===== config.mk =====
export PLATFORM = sky130hd
export DESIGN_NAME = vend_change_dispenser
export DESIGN_NICKNAME = d
export VERILOG_FILES = /design/src/rtl/vend_change_dispenser.sv
export SDC_FILE = /design/constraint.sdc
export NUM_CORES = 1
export LEC_CHECK = 0
export ABC_AREA = 1
export CORE_MARGIN = 2
export CORE_UTILIZATION = 48
export CTS_BUF_LIST = sky130_fd_sc_hd__clkbuf_2
export CTS_CLUSTER_SIZE = 30
export DETAILED_ROUTE_END_ITERATION = 12
export GPL_ROUTABILITY_DRIVEN = 1
export PLACE_DENSITY = 0.78
export RECOVER_POWER = 50
export REMOVE_ABC_BUFFERS = 1
export SLEW_MARGIN = 40
export SYNTH_ARGS = -nofsm -noshare
export SYNTH_HDL_FRONTEND = slang
export SYNTH_SLANG_ARGS = --single-unit

===== constraint.sdc =====
create_clock -name clk -period 1.6 [get_ports clk]
set_clock_uncertainty 0.15 [all_clocks]
set_input_delay 0.16 -clock clk [delete_from_list [all_inputs] [get_ports clk]]
set_output_delay 0.16 -clock clk [all_outputs]
set_load 0.05 [all_outputs]

===== src/rtl/vend_change_dispenser.sv =====
// Change dispenser: issues dimes/nickels to the hopper one at a time
// under a valid/ack handshake and reports done, refund and faults.
module vend_change_dispenser #(
  parameter int CW      = 6,
  parameter int TIMEOUT = 16
) (
  input  logic          clk,
  input  logic          rst,
  input  logic          start,
  input  logic [CW-1:0] credit,
  input  logic [CW-1:0] price,
  input  logic          coin_ack,
  input  logic          dime_empty,
  input  logic          nickel_empty,
  output logic [1:0]    coin_out,
  output logic          busy,
  output logic          done,
  output logic          refund,
  output logic          fault,
  output logic [CW-1:0] remaining
);

  localparam int TW = $clog2(TIMEOUT);
  localparam logic [TW-1:0] TLAST = TW'(TIMEOUT - 1);
  localparam logic [CW-1:0] ONE = CW'(1);
  localparam logic [CW-1:0] TWO = CW'(2);
  localparam logic [1:0] C_NONE = 2'b00;
  localparam logic [1:0] C_NICK = 2'b01;
  localparam logic [1:0] C_DIME = 2'b10;

  typedef enum logic [2:0] {
    S_IDLE,
    S_SELECT,
    S_ISSUE,
    S_GAP,
    S_DONE,
    S_FAULT
  } state_t;

  state_t        state, state_n;
  logic [TW-1:0] cnt, cnt_n;
  logic [1:0]    coin_n;
  logic          busy_n;
  logic          done_n;
  logic          refund_n;
  logic          fault_n;
  logic [CW-1:0] rem_n;

  always_ff @(posedge clk) begin
    if (rst) begin
      state     <= S_IDLE;
      cnt       <= '0;
      coin_out  <= C_NONE;
      busy      <= 1'b0;
      done      <= 1'b0;
      refund    <= 1'b0;
      fault     <= 1'b0;
      remaining <= '0;
    end else begin
      state     <= state_n;
      cnt       <= cnt_n;
      coin_out  <= coin_n;
      busy      <= busy_n;
      done      <= done_n;
      refund    <= refund_n;
      fault     <= fault_n;
      remaining <= rem_n;
    end
  end

  always_comb begin
    state_n  = state;
    cnt_n    = cnt;
    coin_n   = coin_out;
    busy_n   = busy;
    done_n   = 1'b0;
    refund_n = refund;
    fault_n  = fault;
    rem_n    = remaining;
    unique case (state)
      S_IDLE: begin
        coin_n = C_NONE;
        if (start) begin
          rem_n    = (credit >= price) ? credit - price : credit;
          refund_n = (credit < price);
          busy_n   = 1'b1;
          state_n  = S_SELECT;
        end
      end
      S_SELECT: begin
        coin_n = C_NONE;
        cnt_n  = '0;
        if (remaining == '0) begin
          state_n = S_DONE;
        end else if (remaining >= TWO && !dime_empty) begin
          coin_n  = C_DIME;
          state_n = S_ISSUE;
        end else if (!nickel_empty) begin
          coin_n  = C_NICK;
          state_n = S_ISSUE;
        end else begin
          fault_n = 1'b1;
          busy_n  = 1'b0;
          state_n = S_FAULT;
        end
      end
      S_ISSUE: begin
        // an ack on the final timeout cycle still counts as delivered
        if (coin_ack) begin
          rem_n   = remaining - ((coin_out == C_DIME) ? TWO : ONE);
          coin_n  = C_NONE;
          state_n = S_GAP;
        end else if (cnt == TLAST) begin
          coin_n  = C_NONE;
          fault_n = 1'b1;
          busy_n  = 1'b0;
          state_n = S_FAULT;
        end else begin
          cnt_n = cnt + TW'(1);
        end
      end
      S_GAP: begin
        coin_n  = C_NONE;
        state_n = S_SELECT;
      end
      S_DONE: begin
        done_n  = 1'b1;
        busy_n  = 1'b0;
        state_n = S_IDLE;
      end
      S_FAULT: begin
        coin_n  = C_NONE;
        busy_n  = 1'b0;
        fault_n = 1'b1;
      end
      default: state_n = S_IDLE;
    endcase
  end

endmodule


# Word-level counts from Yosys, hierarchy flattened
# Index checks and enable logic that the tools add are counted.
[word_totals]
latchBits = 0
wordCells = 84
ff_bits = 19
rom_bits = 0
mem_bits_rw = 0
out_inout_bits = 12
memories = 0
[op_classes]
shift = 0
n_eq_ne = 16
n_addsub = 3
bitwise = 1
div = 0
n_reduce_logical = 18
muxes = 35
multipliers = 0
n_lt_le_gt_ge = 3
[op_table]
columns = ["cell", "n"]
rows = [
  ["2-to-1 mux 3 bit", 6],
  ["2-to-1 mux 6 bit", 3],
  ["inequality test 2 bit (second input constant)", 8],
  ["one-hot mux 3 bit (5 select lines)", 1],
  ["2-to-1 mux 1 bit", 13],
  ["one-hot mux 6 bit (2 select lines)", 1],
  ["2-to-1 mux 2 bit", 5],
  ["AND reduction 3 bit", 3],
  ["2-to-1 mux 4 bit", 2],
  ["one-hot mux 4 bit (2 select lines)", 1],
  ["AND reduction 7 bit", 1],
  ["== test 3 x 2 -> 1 bit (second input constant)", 2],
  ["== test 3 bit (second input constant)", 2],
  ["greater-or-equal comparator 6 x 2 -> 1 bit (second input constant)", 1],
  ["greater-or-equal comparator 6 bit", 1],
  ["logical NOT 6 bit", 1],
  ["less-than comparator 6 bit", 1],
  ["one-hot mux 2 bit (3 select lines)", 1],
  ["AND reduction 6 bit", 1],
  ["nonzero test 3 bit", 2],
  ["subtractor 6 x 2 -> 6 bit", 1],
  ["subtractor 6 bit", 1],
  ["adder 4 x 1 -> 4 bit (second input constant)", 1],
  ["== test 4 bit (second input constant)", 1],
  ["other kinds (14)", 16],
]

# Logic depth before layout (Yosys ltp)
[logic_depth]
depth_word = 5
ltp_mapped = 13

# Worst setup path after synthesis
# No wires, ideal clock.
[synth_timing]
path_type = "register to register"
startpoint = "register coin_out[1]"
endpoint = "register remaining[4]"
arrival_time_ns = 1.899
required_time_ns = 1.332
stages_incl_launch_ff = 10
setup_slack_ns = -0.567
setup_ns = 0.118
period_less_slack_ns = 2.167
path_cell_list = "dfxtp_1 -> inv_1 -> nor2_1 -> inv_1 -> ha_1 -> fa_1 -> nand2_1 -> xnor2_1 -> a21oi_1 -> a21oi_1"
[synth_between]
elab_chain_len = 5
[synth_rtl]
columns = ["item", "line", "rtl"]
rows = [
  ["from (decl)", "15", "output logic [1:0] coin_out,"],
  ["from (signal assigned)", "62", "coin_out <= coin_n;"],
  ["== test 2 bit", "110", "rem_n = remaining - ((coin_out == C_DIME) ? TWO : ONE);"],
  ["2-to-1 mux 2 bit", "110", ""],
  ["subtractor 6 x 2 -> 6 bit", "110", ""],
  ["2-to-1 mux 6 bit", "109", "if (coin_ack) begin"],
  ["one-hot mux 6 bit (2 select lines)", "80", "unique case (state)"],
  ["to (signal assigned)", "67", "remaining <= rem_n;"],
  ["to (decl)", "20", "output logic [CW-1:0] remaining"],
]
# Every way passes these cells. The select of a mux whose other input is x is not followed.
# A chain may end at the register's enable or synchronous reset.

# Final worst setup path
[layout_timing]
startpoint = "register coin_out[1]"
endpoint = "register remaining[5]"
# Same word-level chain as after synthesis.

==> results.txt <==
Clock latency on the worst-skew pair: 0.35 ns
Final setup viols: 6
Seq cells post-synth: 19
Slowest CP cell: dfxtp_2
Measured slew at the worst slew-check pin: 0.2820 ns
Worst Hold Endpoint: remaining[3]$_SDFFE_PP0P_
First-pass detailed-route iteration total: 5
CP Cell Sequence: inv_2, nor2_4, inv_2, ha_4, buf_4, inv_2, nand2_2, nand3b_1, nor2_1, nand2_1, nand3_1, nand2_1, inv_1, a21oi_1
Worst reg-to-reg path cell count: 14
Slew Limit Headroom: 81.00%
Compound-Gate Fraction of Synth Area: 16.21%
Starting Density: 49.96%
Max clock buf depth: 2
Synth Area in XOR/XNOR: 2.895%
Netlist cell types: 30
Grt met3 use: 2.814%
Largest stage delay, worst path: 0.38 ns
Multi-input gate area: 1124 um^2
Per-cell routed wire length: 13.81 um
Cell Area, Placed: 2176 um^2
Hold Path Cell Cnt: 6
Clock tree root driver cell: clkbuf_2
Sequential-to-total area share from yosys stat: 25.14%
Lkg Pwr: 1.255 nW
Critical path capture point type: register
Final Worst Setup Slack: -0.1275 ns
Commonest non-fill, non-tap cell in the layout: buf_4
Peak Freq: 0.5789 GHz
# rows: 20
Largest family of logic cells by synthesized area: simple AND/OR/NAND/NOR gates
Port bufs: 29
Initial DRC Count: 155
Hold path start: credit[3]
Reg clk slew, reported paths: 0.21 ns
Initial antenna violation count: 0
Simple-gate area share of the yosys netlist: 33.25%
Cell area power density: 1559 nW/um^2
Fillcell total: 192
Crit-path max FO: 3
Gpl congestion: 0.9125
Syn_area_per_cell: 6.577 um^2
Dpl ws: -0.6752 ns
Vias in the first global route: 1662
Cts bufs inserted: 3
Layout cell share with drive strength beyond 1: 41.10%
Antenna Violating Nets Remaining: 0
Failing checks: negative setup slack
Flop2flop setup slack: -0.13 ns
Mux cell area share after synthesis: 0%
Min-Delay Path Class: in -> reg
Max H-tree Level: 1
Post-synthesis adder-cell area fraction: 10.09%
Layout Nets: 339
Die width: 60.14 um
R2r endpoint: remaining[5]$_SDFFE_PP0P_
CP Class: reg -> reg
RSZ-0062 raised after global routing: true
GRT overflow: 0
Chip height: 60.14 um
CTS tree: done
Setup TNS: -0.5704 ns
Synthesized cell area: 1513 um^2
Final slew viol count: 0
Buf+Inv Stages, Crit Path: 5
Post-Synthesis Cells: 230
Dpl hpwl: 3015 um
Hold Slack: 0.2447 ns
Worst EP arrival: 1.88 ns
Crit path top cell by count: inv_2
Sequential cell area: 391.6 um^2
Crit path required time: 1.75 ns
Top delay family on crit path: simple AND/OR/NAND/NOR gates
First-pass GRT wire length: 6624 um
Top cell type's share of synthesized area: 25.14%
Part of the cycle the worst path needs: 108.0%
Area leader, netlist: dfxtp_1
Setup crit start kind: register
Routed vias: 1889
Final hold vios: 0
Gr usage total: 24.15%
M1 GR Usage: 27.18%
Max VDD drop: 0.8095 mV
Top cells by area, synth: dfxtp_1 25%, nand2_1 13%, inv_1 11%
Cell area after layout: 2459 um^2
R2R Path Start: coin_out[1]$_SDFFE_PP0P_
Num ports: 30
P&R area growth vs syn: 62.53%
Most frequent cells in the layout: 47 x buf_4, 46 x nand2_1, 32 x inv_1, 15 x a21oi_1
Routed WL: 4874 um
Ys Warns: 0
Max cap viols: 0
Number of hold buffers added after cts: 0
Status: finished, violations left
CTS Sinks: 19
Pin count of the biggest net entering global routing: 12
DRC viols: 0
Die Area: 3616 um^2
Core Footprint: 3028 um^2
Tmin final: 1.727 ns
Met2 GRT Util: 42.70%
Grt peak-use layer: met2
Antenna Cells: 0
Vias per inst: 5.351
Yosys cell counts:
master and instances:
nand2_4 2, o21ai_4 1, o21ai_2 1, fa_1 2, a21oi_2 4, inv_1 43
nand3b_1 3, a211oi_2 1, nor3_2 1, o21ai_0 7, nand2_1 54, nor2_1 17
nand2_2 1, o21ai_1 8, xnor2_1 2, clkbuf_1 1, xor2_1 3, o21bai_1 1
nand3_4 1, and3_1 1, dfxtp_1 19, ha_1 9, nor3_1 1, or2_2 1
nand3_1 16, buf_6 1, nand4_1 7, nor3_4 1, inv_2 3, a21oi_1 18
cell families after synthesis:
group	count (synthesis)
buffers and inverters	48
adders and majority gates	11
and+or+nand+nor	106
xor gates and xnor gates	5
DFF	19
AOI/OAI and AO/OA	41
layout make-up:
type                    count  share of cell area, %
multi-input cells         163                  45.70
repair buffers             77                  28.19
flip-flops and latches     19                  15.93
inverters                  46                  7.125
well taps                  44                  2.239
clock buffers               3                 0.6107
clock inverters             1                 0.2036
worst reg2reg max path, delay by kind of cell (launching register included):
kind	cells	cell delay [ns]
buffers and inverters	5	0.33
AOI/OAI and AO/OA	1	0.12
adders and majority gates	1	0.16
and+or+nand+nor	7	0.56
DFF	1	0.38
sequential cells by signal (all words and copies together) (netlist names):
register / flops
coin_out: 2
state: 3
done: 1
busy: 1
cnt: 4
fault: 1
refund: 1
remaining: 6
metal layers:
layer / vias up / wire length (um)
met5: - / 0
met2: 97 / 2538
li1: 907 / -
met1: 860 / 1885
met3: 25 / 235
met4: 0 / 214
report_power, final:
part	leakage, nW	switching (mW)	total [mW]	internal [mW]
clock network	0.0164	0.178	0.234	0.0565
registers	0.159	0.111	0.749	0.637
logic	1.08	1.65	2.85	1.20
worst max path at each step:
stage                        startpoint                         to  slack [ns]  cells past startpoint
2_1_floorplan  coin_out[1]$_SDFFE_PP0P_  remaining[4]$_SDFFE_PP0P_       -0.57                      9
6_report       coin_out[1]$_SDFFE_PP0P_  remaining[5]$_SDFFE_PP0P_       -0.13                     14
4_1_cts        coin_out[1]$_SDFFE_PP0P_  remaining[2]$_SDFFE_PP0P_       -0.13                      9
3_3_place_gp                  credit[0]  remaining[0]$_SDFFE_PP0P_       -0.61                     10
5_1_grt                        price[1]  remaining[1]$_SDFFE_PP0P_       -0.29                     10
3_5_place_dp                  credit[0]  remaining[0]$_SDFFE_PP0P_       -0.68                     10
per-stage QoR:
| stage | power, mW | std cells | util, % |
|---|---|---|---|
| final | 3.833 | 353 | 81.20 |
| after global placement | 3.137 | 341 | 71.86 |
| after global routing | 4.073 | 353 | 81.20 |
| after floorplan | 2.241 | 228 | - |
| after CTS | 3.521 | 348 | 75.45 |
| after detailed placement | 3.178 | 341 | 71.86 |
repair_timing:
| item | CTS | global route |
|---|---|---|
| resized for setup | 24 | 42 |
| pin swaps | 16 | 17 |
| endpoints found under the setup margin | 8 | 13 |
| setup buffers | 3 | 5 |
Note: power is estimated with default switching activity, not from simulation.
